`config.mk`:
```
export PLATFORM = sky130hd
export DESIGN_NAME = serial_addsub
export DESIGN_NICKNAME = d
export VERILOG_FILES = /design/src/rtl/arith_pkg.sv /design/src/rtl/full_adder.sv /design/src/rtl/serial_addsub.sv
export SDC_FILE = /design/constraint.sdc
export NUM_CORES = 1
export LEC_CHECK = 0
export CAP_MARGIN = 10
export CORE_ASPECT_RATIO = 1.75
export CORE_MARGIN = 3
export CORE_UTILIZATION = 45
export DETAILED_ROUTE_END_ITERATION = 10
export PLACE_DENSITY = 0.7
export SLEW_MARGIN = 20
export SYNTH_ARGS = -nofsm -noshare
export SYNTH_HDL_FRONTEND = slang
export SYNTH_HIERARCHICAL = 1
export SYNTH_SLANG_ARGS = --single-unit
```
`constraint.sdc`:
```
create_clock -name clk -period 3.3 [get_ports clk]
set_input_delay 0.825 -clock clk [delete_from_list [all_inputs] [get_ports clk]]
set_output_delay 0.825 -clock clk [all_outputs]
set_load 0.03 [all_outputs]
```
`src/rtl/arith_pkg.sv`:
```
// Shared arithmetic definitions: FSM state encoding and a constant log2 helper for counter sizing.
package arith_pkg;

    localparam logic ST_IDLE = 1'b0;
    localparam logic ST_BUSY = 1'b1;

    // Smallest r with 2**r >= v; used in constant expressions only.
    function automatic int clog2(input int v);
        int r;
        r = 0;
        while ((1 << r) < v) r++;
        return r;
    endfunction

endpackage

```
`src/rtl/full_adder.sv`:
```
// One-bit full adder, the only arithmetic element of the serial datapath.
// Purely combinational: zero latency, no flow control.
module full_adder (
    input  logic a,
    input  logic b,
    input  logic cin,
    output logic s,
    output logic cout
);

    assign s    = a ^ b ^ cin;
    assign cout = (a & b) | (a & cin) | (b & cin);

endmodule

```
`src/rtl/serial_addsub.sv`:
```
// Bit-serial two's-complement add/subtract, LSB first, one bit per clock.
// Latency WIDTH cycles of busy, then a one-cycle done; start is ignored while busy.
module serial_addsub
    import arith_pkg::*;
#(
    parameter int WIDTH = 8
) (
    input  logic             clk,
    input  logic             rst_n,
    input  logic             start,
    input  logic             sub,
    input  logic [WIDTH-1:0] a,
    input  logic [WIDTH-1:0] b,
    output logic             busy,
    output logic             done,
    output logic [WIDTH-1:0] sum,
    output logic             cout,
    output logic             ovf,
    output logic             zero
);

    localparam int              CW   = clog2(WIDTH + 1);
    localparam logic [CW-1:0]   LAST = CW'(WIDTH - 1);

    logic             state;
    logic [WIDTH-1:0] op_a;
    logic [WIDTH-1:0] op_b;
    logic [WIDTH-1:0] res;
    logic [WIDTH-1:0] res_next;
    logic             carry;
    logic [CW-1:0]    cnt;
    logic             fa_s;
    logic             fa_c;

    full_adder u_fa (
        .a    (op_a[0]),
        .b    (op_b[0]),
        .cin  (carry),
        .s    (fa_s),
        .cout (fa_c)
    );

    assign res_next = {fa_s, res[WIDTH-1:1]};

    always_ff @(posedge clk or negedge rst_n) begin
        if (!rst_n) begin
            state <= ST_IDLE;
            op_a  <= '0;
            op_b  <= '0;
            res   <= '0;
            carry <= 1'b0;
            cnt   <= '0;
            busy  <= 1'b0;
            done  <= 1'b0;
            sum   <= '0;
            cout  <= 1'b0;
            ovf   <= 1'b0;
            zero  <= 1'b0;
        end else begin
            case (state)
                ST_IDLE: begin
                    done <= 1'b0;
                    if (start) begin
                        // Subtraction as a + ~b + 1: the +1 enters as the initial carry.
                        op_a  <= a;
                        op_b  <= sub ? ~b : b;
                        carry <= sub;
                        cnt   <= '0;
                        res   <= '0;
                        busy  <= 1'b1;
                        state <= ST_BUSY;
                    end
                end
                ST_BUSY: begin
                    op_a  <= op_a >> 1;
                    op_b  <= op_b >> 1;
                    carry <= fa_c;
                    res   <= res_next;
                    cnt   <= cnt + 1'b1;
                    if (cnt == LAST) begin
                        // carry still holds the carry into the MSB on this bit
                        sum   <= res_next;
                        cout  <= fa_c;
                        ovf   <= carry ^ fa_c;
                        zero  <= (res_next == '0);
                        done  <= 1'b1;
                        busy  <= 1'b0;
                        state <= ST_IDLE;
                    end
                end
                default: state <= ST_IDLE;
            endcase
        end
    end

endmodule

```
==> impl_metrics.ini, run 1 <==
[status]
status = completed

[sta]
finClkSkew_ns = 0.00546
hold-worst-slack_ns = 0.488
setup_viol = 0
hold_violations = 0
finalCritPeriodShare_pct = 65.5
fin_crit_ns = 2.16
setup_tns_ns = 0
timing.final.ws_setup_ns = 1.14
slew_violations = 0
worst_slew_pin_slew_ns = 0.914
rsz0062_at_grt = no
relSlewSlack_pct = 39.0
clock.fmax_ghz = 0.463

[worst_setup_path]
cpMaxStageDelayCell = clkdlybuf4s50_1
cp_max_fo = 2
cpPeakStageDelay_ns = 0.68
critPathLaunchType = register
required_ns = 2.47
reg2reg_depth = 2
cp.depth = 1
cp.arrival_ns = 1.34
worstSetupStartpoint = cout$_DFFE_PN0P_
rr_endpoint = sum[6]$_DFFE_PN0P_
path_cells = clkdlybuf4s50_1
timing_worst_setup_path_type = reg -> out
r2r-start = state$_DFF_PN0_
crit_buf_inv = 1
crit_family = buffers and inverters
cp-end-kind = primary output
reg2reg_slack_ns = 1.67

[grt]
grt-ovfl-total = 0
grt_pass1_wl_mm = 5.84
grt_pass1_vias = 1322
grtUsageTotal_pct = 15.7
antenna_found_initial = 0
grt_max_degree = 43

[floorplan]
die_h_um = 92
rows = 30
ios = 33
core_area_mm2 = 0.00398
fp.dieW_um = 55.1
start_util_pct = 47.8
die-area_mm2 = 0.00507

[cells_and_area]
final_nets = 220
layout_commonest_cell = dfrtp_1
final_cell_mix = dfrtp_1, nand2_1, clkdlybuf4s50_1
n_antenna_cell = 0
fin_area_mm2 = 0.00234
stdcell_count = 246
utilization_pct = 58.8
area_delta_synth_final_pct = 23.1
drive_above_1_share_pct = 10.6
fillCellCount = 363

[route]
dr.first_iter.drc_count = 26
wirelength_mm = 3.43
drc = 0
wl_per_cell_um = 14.0
vias = 1296
firstDrtPassIters = 4
vias_per_cell = 5.27
final_antenna_net_count = 0

[logic_synthesis]
synth.avg_cell_area_um2 = 11.3
synth.net_count = 190
synth_cells = 168
synth.distinct_cells = 24
synth-seq-cells = 42
synth-seq-area-share_pct = 55.3
yosysWarnings = 6
synth_area_mm2 = 0.00190

[clock_tree]
path_clk_slew_ns = 0.08
root_buffer = clkbuf_8
cts_tree = yes
cts-resized-gates = 0
ctsHoldBuffers = 0
cts_buffer_depth = 2
numCtsBuffers = 5
cts.sinks = 42
insertion_delay_ns = 0.30
htree_num_levels = 2
post-cts-setup-buffers = 0

[placed_design]
dpl.cell_count = 239
place.gp.congestion = 0.727
post-place-ws_ns = 1.16
post-dp-hpwl_mm = 2.46
port_buffers = 32
place_area_mm2 = 0.00223

[power]
power.leakage_nw = 1.08
p_per_area_mw_per_mm2 = 893
power.total_mw = 2.09
ir_drop_mv = 0.441

[worst_hold_path]
holdCritPathClass = reg -> reg
hold_start = op_a[6]$_DFFE_PN0P_
holdPathStages = 2
min_to = op_a[5]$_DFFE_PN0P_

[flow_run]
maxCapViolations = 0
-- final cells by class --
cell class	count	area (um^2)	area share, %
tap	48	60.1	2.57
timing repair buffer	34	330	14.1
multi-input combinational	113	779	33.3
clock inverter	1	30.0	1.28
inverter	2	7.51	0.321
sequential	42	1050	44.9
clock buffer	6	82.6	3.53
-- flip-flops by register name, indices dropped and copies added, names as in the netlist --
signal and count:
sum 8, cnt 4, busy 1, done 1
op_b 8, zero 1, carry 1, res 7
cout 1, ovf 1, state 1, op_a 8
-- kinds of logic after synthesis --
kind of cell | share of synthesized area [%]
multiplexers | 14.9
adder cells (fa/ha/maj) | 1.71
flip-flops | 55.3
XOR/XNOR | 5.07
AO/OA/AOI/OAI | 9.54
buffers and inverters | 3.75
AND/OR/NAND/NOR | 9.74
-- power by group --
part           total (mW)  internal, mW  switching, mW
clock               0.410         0.242          0.168
sequential          0.894         0.714          0.181
combinational       0.786         0.384          0.402
-- per-layer routing --
layer	track usage [%]	part of all wire (%)	wire [um]
met1	18.6	40	1370
met2	25.9	52	1790
met3	3.90	5.6	192
met4	6.69	2.2	74
met5	0	0	0
-- cell usage after synthesis --
master    count  share of area (%)
fa_1          1                1.1
buf_4         3                1.2
dfrtp_1      42                 55
a211oi_1      1               0.39
mux2_2        3                1.8
xor2_1        8                3.7
a22o_1        2               0.92
buf_6         1               0.59
nand3_1       2               0.53
a31o_2        1               0.46
mux2_4        6                4.7
mux2i_1      16                8.4
buf_2         3               0.79
o21a_1        1               0.39
ha_1          1               0.66
a21oi_1       3               0.79
nand4b_4      1                1.2
inv_1         2               0.39
clkbuf_1      4               0.79
nor2_1        5               0.99
xnor2_1       3                1.4
nor4_1        2               0.66
nand2_1      32                6.3
o21ai_0      25                6.6
-- how the worst max path moves through the flow --
stage | to | slack (ns)
finish | cout | 1.14
detailed placement | op_b[3]$_DFFE_PN0P_ | 1.16
floorplan | cnt[2]$_DFFE_PN0P_ | 1.71
CTS | cout | 1.13
global placement | op_b[3]$_DFFE_PN0P_ | 1.20
global route | sum[1] | 1.10
Note: power is estimated with default switching activity, not from simulation.
==> run 2, diff against run 1 <==
--- a/config.mk
+++ b/config.mk
@@ -10,7 +10,7 @@
 export CORE_MARGIN = 3
 export CORE_UTILIZATION = 45
 export DETAILED_ROUTE_END_ITERATION = 10
-export PLACE_DENSITY = 0.7
+export PLACE_DENSITY = 0.72
 export SLEW_MARGIN = 20
 export SYNTH_ARGS = -nofsm -noshare
 export SYNTH_HDL_FRONTEND = slang
==> constraint.sdc (replaced) <==
create_clock -name clk -period 1.81 [get_ports clk]
set_input_delay 0.4525 -clock clk [delete_from_list [all_inputs] [get_ports clk]]
set_output_delay 0.4525 -clock clk [all_outputs]
set_load 0.03 [all_outputs]
==> run 2 against run 1 <==
Net effect:
- flip-flop and latch count unchanged
- non-clock buffer count up 3
- largest power group unchanged
- critical path depth unchanged
- combinational power up 88%
- setup slack worse by 1.1 ns
- critical path type unchanged
- clock power up 75%
- core utilization up 1.5 points
- global-route usage up 0.13 points
==> impl_metrics.ini, run 2 (synthesis gave the netlist of run 1 again) <==
[grt]
grtUsageTotal_pct = 15.9
grt_pass1_vias = 1338
antenna_found_initial = 0
grt_pass1_wl_mm = 5.86
grt-ovfl-total = 0
grt_max_degree = 45

[route]
vias_per_cell = 5.16
final_antenna_net_count = 0
vias = 1290
wl_per_cell_um = 13.7
firstDrtPassIters = 4
wirelength_mm = 3.42
dr.first_iter.drc_count = 38
drc = 0

[cells_and_area]
drive_above_1_share_pct = 11.4
reg_top3 = op_a: 8 flops, op_b: 8 flops, sum: 8 flops
area_delta_synth_final_pct = 26.3
final_cell_mix = dfrtp_1, nand2_1, o21ai_0
layout_commonest_cell = dfrtp_1
final_nets = 223
utilization_pct = 60.4
n_antenna_cell = 0

[worst_setup_path]
cpPeakStageDelay_ns = 0.67
timing_worst_setup_path_type = reg -> out
cp.arrival_ns = 1.31
reg2reg_depth = 4
cpMaxStageDelayCell = clkdlybuf4s50_1
crit_family = buffers and inverters
crit_buf_inv = 1
rr_endpoint = zero$_DFFE_PN0P_
required_ns = 1.36
path_cells = clkdlybuf4s50_1
reg2reg_slack_ns = 0.33
r2r-start = op_a[0]$_DFFE_PN0P_
cp-end-kind = primary output
cp_max_fo = 2
critPathLaunchType = register
worstSetupStartpoint = sum[6]$_DFFE_PN0P_

[sta]
relSlewSlack_pct = 65.8
clock.fmax_ghz = 0.567
fin_crit_ns = 1.76
worst_slew_pin_slew_ns = 0.514
slew_violations = 0
setup_tns_ns = 0
setup_viol = 0
rsz0062_at_grt = no
finalCritPeriodShare_pct = 97.4
finClkSkew_ns = 0.00529
hold_violations = 0

[floorplan]
core_area_mm2 = 0.00398
die_h_um = 92
ios = 33
fp.dieW_um = 55.1
start_util_pct = 47.8
die-area_mm2 = 0.00507
rows = 30

[clock_tree]
cts.sinks = 42
post-cts-setup-buffers = 0
cts_buffer_depth = 2
root_buffer = clkbuf_8
htree_num_levels = 2
path_clk_slew_ns = 0.08
numCtsBuffers = 5
insertion_delay_ns = 0.29
cts_tree = yes
ctsHoldBuffers = 0

[flow_run]
maxCapViolations = 0

[worst_hold_path]
holdCritPathClass = in -> async

[status]
status = completed

[placed_design]
post-dp-hpwl_mm = 2.53
port_buffers = 32
place.gp.congestion = 0.718

[power]
power.leakage_nw = 1.22
ir_drop_mv = 0.870
p_per_area_mw_per_mm2 = 1570
## run 2: changes by cell type in the layout (fill, tap and decap cells not counted)
cell,change
buf_4,+1
buf_12,+2
clkbuf_1,+2
clkbuf_8,-1
dlymetal6s2s_1,+8
clkdlybuf4s50_1,-8
## run 2: worst register-to-register path: cells and delay by family, from the launching register on
family	cells	cell delay (ns)
simple gates	2	0.31
fa+ha+maj	1	0.54
flops	1	0.41
compound gates	1	0.15
## run 2: how the worst max path moves through the flow
| stage | end | slack, ns | depth (start not counted) |
|---|---|---|---|
| finish | sum[6] | 0.05 | 1 |
| CTS | sum[1] | 0.02 | 1 |
| detailed placement | op_a[5]$_DFFE_PN0P_ | 0.18 | 4 |
| global placement | cnt[1]$_DFFE_PN0P_ | 0.23 | 4 |
| floorplan | zero$_DFFE_PN0P_ | 0.45 | 4 |
| global route | sum[3] | 0.004 | 1 |
## run 2: power breakdown
part | internal (mW) | switching (mW) | total (mW)
clock | 0.413 | 0.305 | 0.718
combinational | 0.697 | 0.785 | 1.48
sequential | 1.30 | 0.271 | 1.57
## run 2: repair_timing
action                                 4_1_cts  5_1_grt
endpoints found under the hold margin        0        0
resized for setup                            0        8
setup endpoints to repair                    0        8
## run 2: layer usage
| layer | global-route usage (%) | vias to the layer above | part of all wire (%) |
|---|---|---|---|
| met3 | 4.72 | 9 | 5.4 |
| li1 | - | 637 | - |
| met4 | 8.32 | 0 | 2.7 |
| met1 | 17.9 | 607 | 39 |
| met5 | 0 | - | 0 |
| met2 | 25.6 | 37 | 53 |
## run 2: layout make-up
class / instances / area (um^2)
Fill cell: 363 / 1580
Sequential cell: 42 / 1050
Multi-Input combinational cell: 113 / 779
Timing Repair Buffer: 37 / 398
Clock buffer: 7 / 76.3
Tap cell: 48 / 60.1
Clock inverter: 1 / 30.0
Inverter: 2 / 7.51
## run 2: metrics by stage
step	hold WS (ns)	power (mW)	instances	cell area, um^2	setup WS (ns)
finish	0.126	3.77	250	2400	0.0468
global placement	0.447	3.02	242	2280	0.225
global route	0.152	4.03	250	2400	0.00443
detailed placement	0.453	3.12	242	2280	0.175
CTS	0.134	3.84	250	2380	0.0167
floorplan	0.157	2.60	168	1900	0.451
